[src/rtl/scan_select_gen.sv]
// scan_select_gen
//   Drives the 2-bit select pair (I1/I0) that feeds a 2-to-4 decoder, so the
//   decoder's one-hot outputs scan four digits/LEDs at a fixed rate.
//   It also provides a decoder-enable qualifier, single-step control and
//   per-digit (Tick) and per-frame (Frame) strobes.
//
//   Optional feature: define SCAN_BLANK_EN to insert a BLANK_CYC-cycle
//   blanking gap (Dec_En low) before every select change (anti-ghosting).
//
// Parameters
//   TICK_DIV  : cycles each select value is displayed (>= 2)
//   CNT_W     : prescale counter width (2**CNT_W >= TICK_DIV, BLANK_CYC)
//   BLANK_CYC : blanking gap length in cycles (SCAN_BLANK_EN only, >= 1)
//
// Ports
//   Clk    in  : clock, rising edge
//   Rst    in  : synchronous reset, active-low
//   En     in  : run enable (level)
//   Step   in  : single-step request, honoured only while idle
//   I1/I0  out : select MSB/LSB to the decoder
//   Dec_En out : decoder enable, high while the select value is displayed
//   Tick   out : one-cycle pulse when the select value changes
//   Frame  out : one-cycle pulse with Tick when the select wraps 3 -> 0
module scan_select_gen #(
    parameter int TICK_DIV  = 100000,
    parameter int CNT_W     = 17,
    parameter int BLANK_CYC = 8
) (
    input  logic Clk,
    input  logic Rst,
    input  logic En,
    input  logic Step,
    output logic I1,
    output logic I0,
    output logic Dec_En,
    output logic Tick,
    output logic Frame
);

    typedef enum logic [1:0] {
        IDLE   = 2'd0,
        ACTIVE = 2'd1,
        BLANK  = 2'd2
    } state_t;

    if (TICK_DIV < 2 || BLANK_CYC < 1 ||
        (2 ** CNT_W) < TICK_DIV || (2 ** CNT_W) < BLANK_CYC) begin : g_bad_params
        $error("scan_select_gen: illegal TICK_DIV/CNT_W/BLANK_CYC combination");
    end

    localparam logic [CNT_W-1:0] TICK_LAST  = CNT_W'(TICK_DIV - 1);
`ifdef SCAN_BLANK_EN
    localparam logic [CNT_W-1:0] BLANK_LAST = CNT_W'(BLANK_CYC - 1);
`endif

    state_t           state_q, state_d;
    logic [CNT_W-1:0] cnt_q,   cnt_d;
    logic [1:0]       sel_q,   sel_d;
    logic             dec_en_q, dec_en_d;
    logic             tick_q,   tick_d;
    logic             frame_q,  frame_d;
    logic             advance;

    // Next-state / next-output logic.
    // NOTE: every variable gets a default at the top of the block so no path
    // leaves one unassigned, which would otherwise infer a latch.
    always_comb begin
        state_d = state_q;
        cnt_d   = cnt_q;
        sel_d   = sel_q;
        tick_d  = 1'b0;
        frame_d = 1'b0;
        advance = 1'b0;

        case (state_q)
            IDLE: begin
                cnt_d = '0;
                if (En) begin
                    state_d = ACTIVE;          // same digit, full period
                end else if (Step) begin
                    advance = 1'b1;
                end
            end

            ACTIVE: begin
                if (!En) begin
                    state_d = IDLE;            // pause wins over terminal count
                    cnt_d   = '0;
                end else if (cnt_q == TICK_LAST) begin
                    cnt_d = '0;
`ifdef SCAN_BLANK_EN
                    state_d = BLANK;           // select holds through the gap
`else
                    advance = 1'b1;
`endif
                end else begin
                    cnt_d = cnt_q + 1'b1;
                end
            end

`ifdef SCAN_BLANK_EN
            BLANK: begin
                if (!En) begin
                    state_d = IDLE;
                    cnt_d   = '0;
                end else if (cnt_q == BLANK_LAST) begin
                    cnt_d   = '0;
                    state_d = ACTIVE;
                    advance = 1'b1;
                end else begin
                    cnt_d = cnt_q + 1'b1;
                end
            end
`endif

            default: begin
                state_d = IDLE;
                cnt_d   = '0;
            end
        endcase

        if (advance) begin
            sel_d   = sel_q + 2'd1;
            tick_d  = 1'b1;
            frame_d = (sel_q == 2'd3);
        end

        // Registered from the next state so Dec_En flips on the same edge as
        // the state change (and on the same edge as Tick when leaving BLANK).
        dec_en_d = (state_d == ACTIVE);
    end

    // NOTE: reset is synchronous here, so it lives inside the clocked branch
    // and is not in the sensitivity list.
    // NOTE: state registers use non-blocking assignments so every flop samples
    // pre-edge values regardless of statement order.
    always_ff @(posedge Clk) begin
        if (!Rst) begin
            state_q  <= IDLE;
            cnt_q    <= '0;
            sel_q    <= 2'd0;
            dec_en_q <= 1'b0;
            tick_q   <= 1'b0;
            frame_q  <= 1'b0;
        end else begin
            state_q  <= state_d;
            cnt_q    <= cnt_d;
            sel_q    <= sel_d;
            dec_en_q <= dec_en_d;
            tick_q   <= tick_d;
            frame_q  <= frame_d;
        end
    end

    assign I1     = sel_q[1];
    assign I0     = sel_q[0];
    assign Dec_En = dec_en_q;
    assign Tick   = tick_q;
    assign Frame  = frame_q;

endmodule

[config.mk]
export PLATFORM = sky130hd
export DESIGN_NAME = scan_select_gen
export DESIGN_NICKNAME = d
export VERILOG_FILES = /design/src/rtl/scan_select_gen.sv
export SDC_FILE = /design/constraint.sdc
export NUM_CORES = 1
export LEC_CHECK = 0
export ABC_AREA = 1
export CAP_MARGIN = 5
export CELL_PAD_IN_SITES_DETAIL_PLACEMENT = 1
export CELL_PAD_IN_SITES_GLOBAL_PLACEMENT = 2
export CORE_MARGIN = 2
export CORE_UTILIZATION = 32
export CTS_CLUSTER_DIAMETER = 40
export DETAILED_ROUTE_END_ITERATION = 7
export HOLD_SLACK_MARGIN = 0.05
export PLACE_DENSITY = 0.81
export SKIP_CTS_REPAIR_TIMING = 1
export SLEW_MARGIN = 20
export SYNTH_ARGS = -nofsm -noshare
export SYNTH_HDL_FRONTEND = slang
export SYNTH_SLANG_ARGS = --single-unit
[constraint.sdc]
create_clock -name Clk -period 1.5 [get_ports Clk]
set_input_delay 0.3 -clock Clk [delete_from_list [all_inputs] [get_ports Clk]]
set_output_delay 0.3 -clock Clk [all_outputs]
set_load 0.1 [all_outputs]
== Yosys cells after proc, flatten, opt, wreduce, memory -nomap -nowiden ==
Cells that the tools add are included.
Storage, ports and cells
  input port bits: 4
  word-level logic and storage cells: 27
  bits in registers: 24
Operators by class
  muxes and demuxes: 9
  equal/unequal tests: 4
  add/subtract/negate cells: 2
  reduce and logical (&&, ||, !) cells: 3
  bitwise gates (word level): 3
Operator list (number)
  17-bit by 1-bit adder with 17-bit output, second input constant: 1
  17-bit == test, second input constant: 1
  1-bit 2-to-1 mux: 5
  2-bit by 1-bit == test with 1-bit output, second input constant: 2
  2-bit 2-to-1 mux: 2
  2-bit case mux with 2 select lines: 1
  4-bit OR reduction: 1
  1-bit NOT: 3
  2-bit by 1-bit adder with 2-bit output, second input constant: 1
  2-bit == test, second input constant: 1
  2-bit zero test: 1
  1-bit case mux with 2 select lines: 1
  2-bit AND reduction: 1

== Logic depth before layout (Yosys ltp) ==
  depth after elaboration: 5
  mapped depth: 10
  depth with buffers taken out: 10

== Least setup slack after synthesis ==
Ideal clock, no wire load.
  path kind: register to register
  start: register sel_q[0]
  end: register sel_q[1]
  data arrival time: 1521 ps
  data required time: 1383 ps
  cell stages (with the launch flop): 6
  library setup time: 117 ps
  path slack: -138 ps
  clock period less this slack: 1638 ps
  cell sequence: dfxtp_1 > ha_1 > inv_1 > nand3_1 > nand2_1 > nor2_1
On the way
  longest elaborated chain between the ends: 1
Ends and longest elaborated chain
  from (decl): RTL line 58  | logic [1:0] sel_q, sel_d;
  from (signal assigned): RTL line 148  | sel_q <= sel_d;
  2-bit by 1-bit adder with 2-bit output: RTL line 123  | sel_d = sel_q + 2'd1;
No other way between the ends.
A chain may end at the register's enable or synchronous reset.

== Final worst setup path ==
  start: register cnt_q[0]
  end: register cnt_q[14]
On the way
  longest elaborated chain between the ends: 2
Ends and longest elaborated chain
  from (decl): RTL line 57  | logic [CNT_W-1:0] cnt_q, cnt_d;
  from (signal assigned): RTL line 147  | cnt_q <= cnt_d;
  parallel branches: the longest is 2 deep, another holds 17-bit by 1-bit adder with 17-bit output
Several ways; the timed one is not identified.

==> summary.md <==
| Metric | Value |
|---|---|
| Sequential Power Share | 48.7% |
| Largest net degree at the start of global routing | 15 |
| Type of origin of the critical path | flip-flop |
| Synth Flop Type | dfxtp_1 |
| Routed wire length | 3.58 mm |
| Setup WS post-layout | -0.00356 ns |
| Top post-synthesis cells by area | dfxtp_1 (40%), nand2_1 (9.7%), nor2_1 (8.4%) |
| Routed WL per cell | 14.9 um |
| Total GRT Usage | 16.3% |
| Layout cells sized above 1 | 39.1% |
| Design Area, Final | 1770 um2 |
| Min cycle time layout | 1.50 ns |
| Vias in the first global route | 1,197 |
| Slew Limit Fails | 0 |
| Failing checks | negative setup slack |
| Total Power | 1.34 mW |
| P per Cell Area | 758 nW/um2 |
| Site Rows | 22 |
| Fmax | 665 MHz |
| Placement-stage worst setup slack | -0.159 ns |
| Syn avg cell area | 7.32 um2 |
| Crit share post-route | 100% |
| Asr flop ratio synth | 0% |
| Yosys warns | 0 |
| Crit Path Max Fanout | 4 |
| Clk pin slew, worst setup/hold paths | 0.09 ns |
| CTS tree | built |
| Sink Count | 24 |
| DP HPWL | 2.42 mm |
| Routed Antenna Nets | 0 |
| Internal power | 1.04 mW |
| Gr ovfl total | 0 |
| Area leader, netlist | dfxtp_1 |
| Die span in x | 65.2 um |
| Die height | 65.2 um |
| RSZ-0062 raised after global routing | yes |
| Core Box Area | 3630 um2 |
| Syn Inst Count | 164 |
| Final Util | 48.7% |
| Clk_skew | 0.00424 ns |
| # diodes | 0 |
| Via density | 4.84 |
| Iteration-0 DRC Markers | 75 |
| Clock power frac | 43.7% |
| Top-count cell post-synth | nand2_1 |
| Maximum clock path buffer count | 2 |
| Clock root buffer | clkbuf_8 |
| Hold Crit Class | reg -> reg |
| Syn nets | 170 |
| DRC violations left | 0 |
| Initial core utilization | 33.0% |
| Yosys cell types | 24 |
| Placed inst area | 1450 um2 |
| Max VDD drop | 0.301 mV |
| GP Congestion | 0.839 |
| Clk Latency, worst-skew pair | 0.28 ns |
| Ports | 9 |
| Routed via count | 1,161 |
| Number of buffers created by CTS | 3 |
| CP endpoint kind | flip-flop |
| TritonRoute pass-1 iters | 2 |
| Yosys top cell area share | 40.0% |
| Sw Ratio | 22.3% |
| Post-synth EDFFs | 0 |
| Count of maximum capacitance violations | 0 |
| Full die area | 4260 um2 |
| First-pass GRT wire length | 5.34 mm |
| WP data required | 1.72 ns |
| Hold Path Depth | 1 |
| Final setup fails | 2 |
| Reg2reg path depth | 9 |
| Arrival @ worst endpoint | 1.73 ns |
| IO buf count | 8 |
| Status | complete, but fails checks |
| Synthesis-to-layout area growth | 47.3% |
| Initial antenna violation count | 0 |
| Final hold violations | 0 |
| Top post-synthesis cells by count | nand2_1 (31), nor2_1 (27), dfxtp_1 (24), inv_1 (24), nand3_1 (13) |
| Leakage power | 0.675 nW |
| Netlist Area Pre-Place | 1200 um2 |
| Sw power | 0.299 mW |
| Setup TNS | -0.00660 ns |
| Critical path class | reg -> reg |
| Layout Nets | 199 |
| Logic pwr share | 7.6% |
| FF+latch count, synth | 24 |
| Number of H-tree levels | 1 |
| Seq/Total Area, Yosys | 40.0% |
[layout make-up]
class | count | area, um2
well taps | 48 | 60.1
inverters | 27 | 104
clock buffers | 3 | 41.3
clock inverters | 1 | 30.0
flip-flops and latches | 24 | 490
multi-input cells | 112 | 746
fillers | 445 | 1870
repair buffers | 25 | 297
[power groups by stage]
stage          clock network (mW)  registers [mW]  logic [mW]
3_5_place_dp                    0           0.668      0.0954
2_1_floorplan                   0           0.696      0.0206
3_3_place_gp                    0           0.667      0.0921
5_1_grt                     0.612           0.654       0.108
4_1_cts                     0.585           0.653      0.0956
6_report                    0.586           0.652       0.102
[sequential cells by signal, summed over array words and instances, names as in the netlist]
| signal | count |
|---|---|
| Dec_En | 1 |
| Frame | 1 |
| Tick | 1 |
| cnt_q | 17 |
| sel_q | 2 |
| state_q | 2 |
[worst max-delay path, cell delays in order, from the launching register on]
cell     delay, ns
dfxtp_2       0.38
ha_4          0.15
nand2_4       0.06
nor2_4        0.18
buf_6         0.13
nand3_4       0.09
nor3_4        0.18
xor2_1        0.16
nand2_1       0.07
inv_1         0.06
[routing by layer]
layer | track usage [%] | wire length, um | vias to the layer above
li1 | - | - | 572
met4 | 5.99 | 57 | 0
met3 | 3.25 | 51 | 7
met2 | 29.1 | 2030 | 8
met1 | 19.3 | 1440 | 574
met5 | 0 | 0 | -
[logic make-up after synthesis]
logic type / count (synthesis) / synth area share [%]
and+or+nand+nor: 96 / 40.9
buffers and inverters: 28 / 9.38
DFF: 24 / 40.0
AOI/OAI and AO/OA: 7 / 2.92
xor gates and xnor gates: 6 / 4.38
adders and majority gates: 2 / 2.09
other: 1 / 0.313
[stage by stage]
stage          std cells  hold slack [ns]
4_1_cts              232            0.487
6_report             240            0.480
3_3_place_gp         228            0.458
3_5_place_dp         228            0.474
5_1_grt              240            0.517
2_1_floorplan        164            0.413
[path summary, 6_finish.rpt]
kind                      to  slack, ns       start
hold reg to reg   state_q[0]       0.48  state_q[1]
setup / recovery   cnt_q[14]     -0.004    cnt_q[0]
hold / removal    state_q[0]       0.48  state_q[1]
setup reg to reg   cnt_q[14]     -0.004    cnt_q[0]
[layout by cell type, fill, tap and decap left out, drive strengths merged]
master | synthesis | layout
nand2 | 32 | 32
nor2 | 29 | 29
inv | 27 | 27
dfxtp | 24 | 24
buf | 1 | 22
nand3 | 16 | 16
nor3 | 10 | 10
nor3b | 5 | 5
o21ai | 5 | 5
nand4 | 4 | 4
xor2 | 4 | 4
clkbuf | 0 | 3
clkdlybuf4s50 | 0 | 3
xnor2 | 2 | 2
a21oi | 2 | 2
ha | 2 | 2
bufinv | 0 | 1
conb | 1 | 1
(Power assumes the default switching activity.)
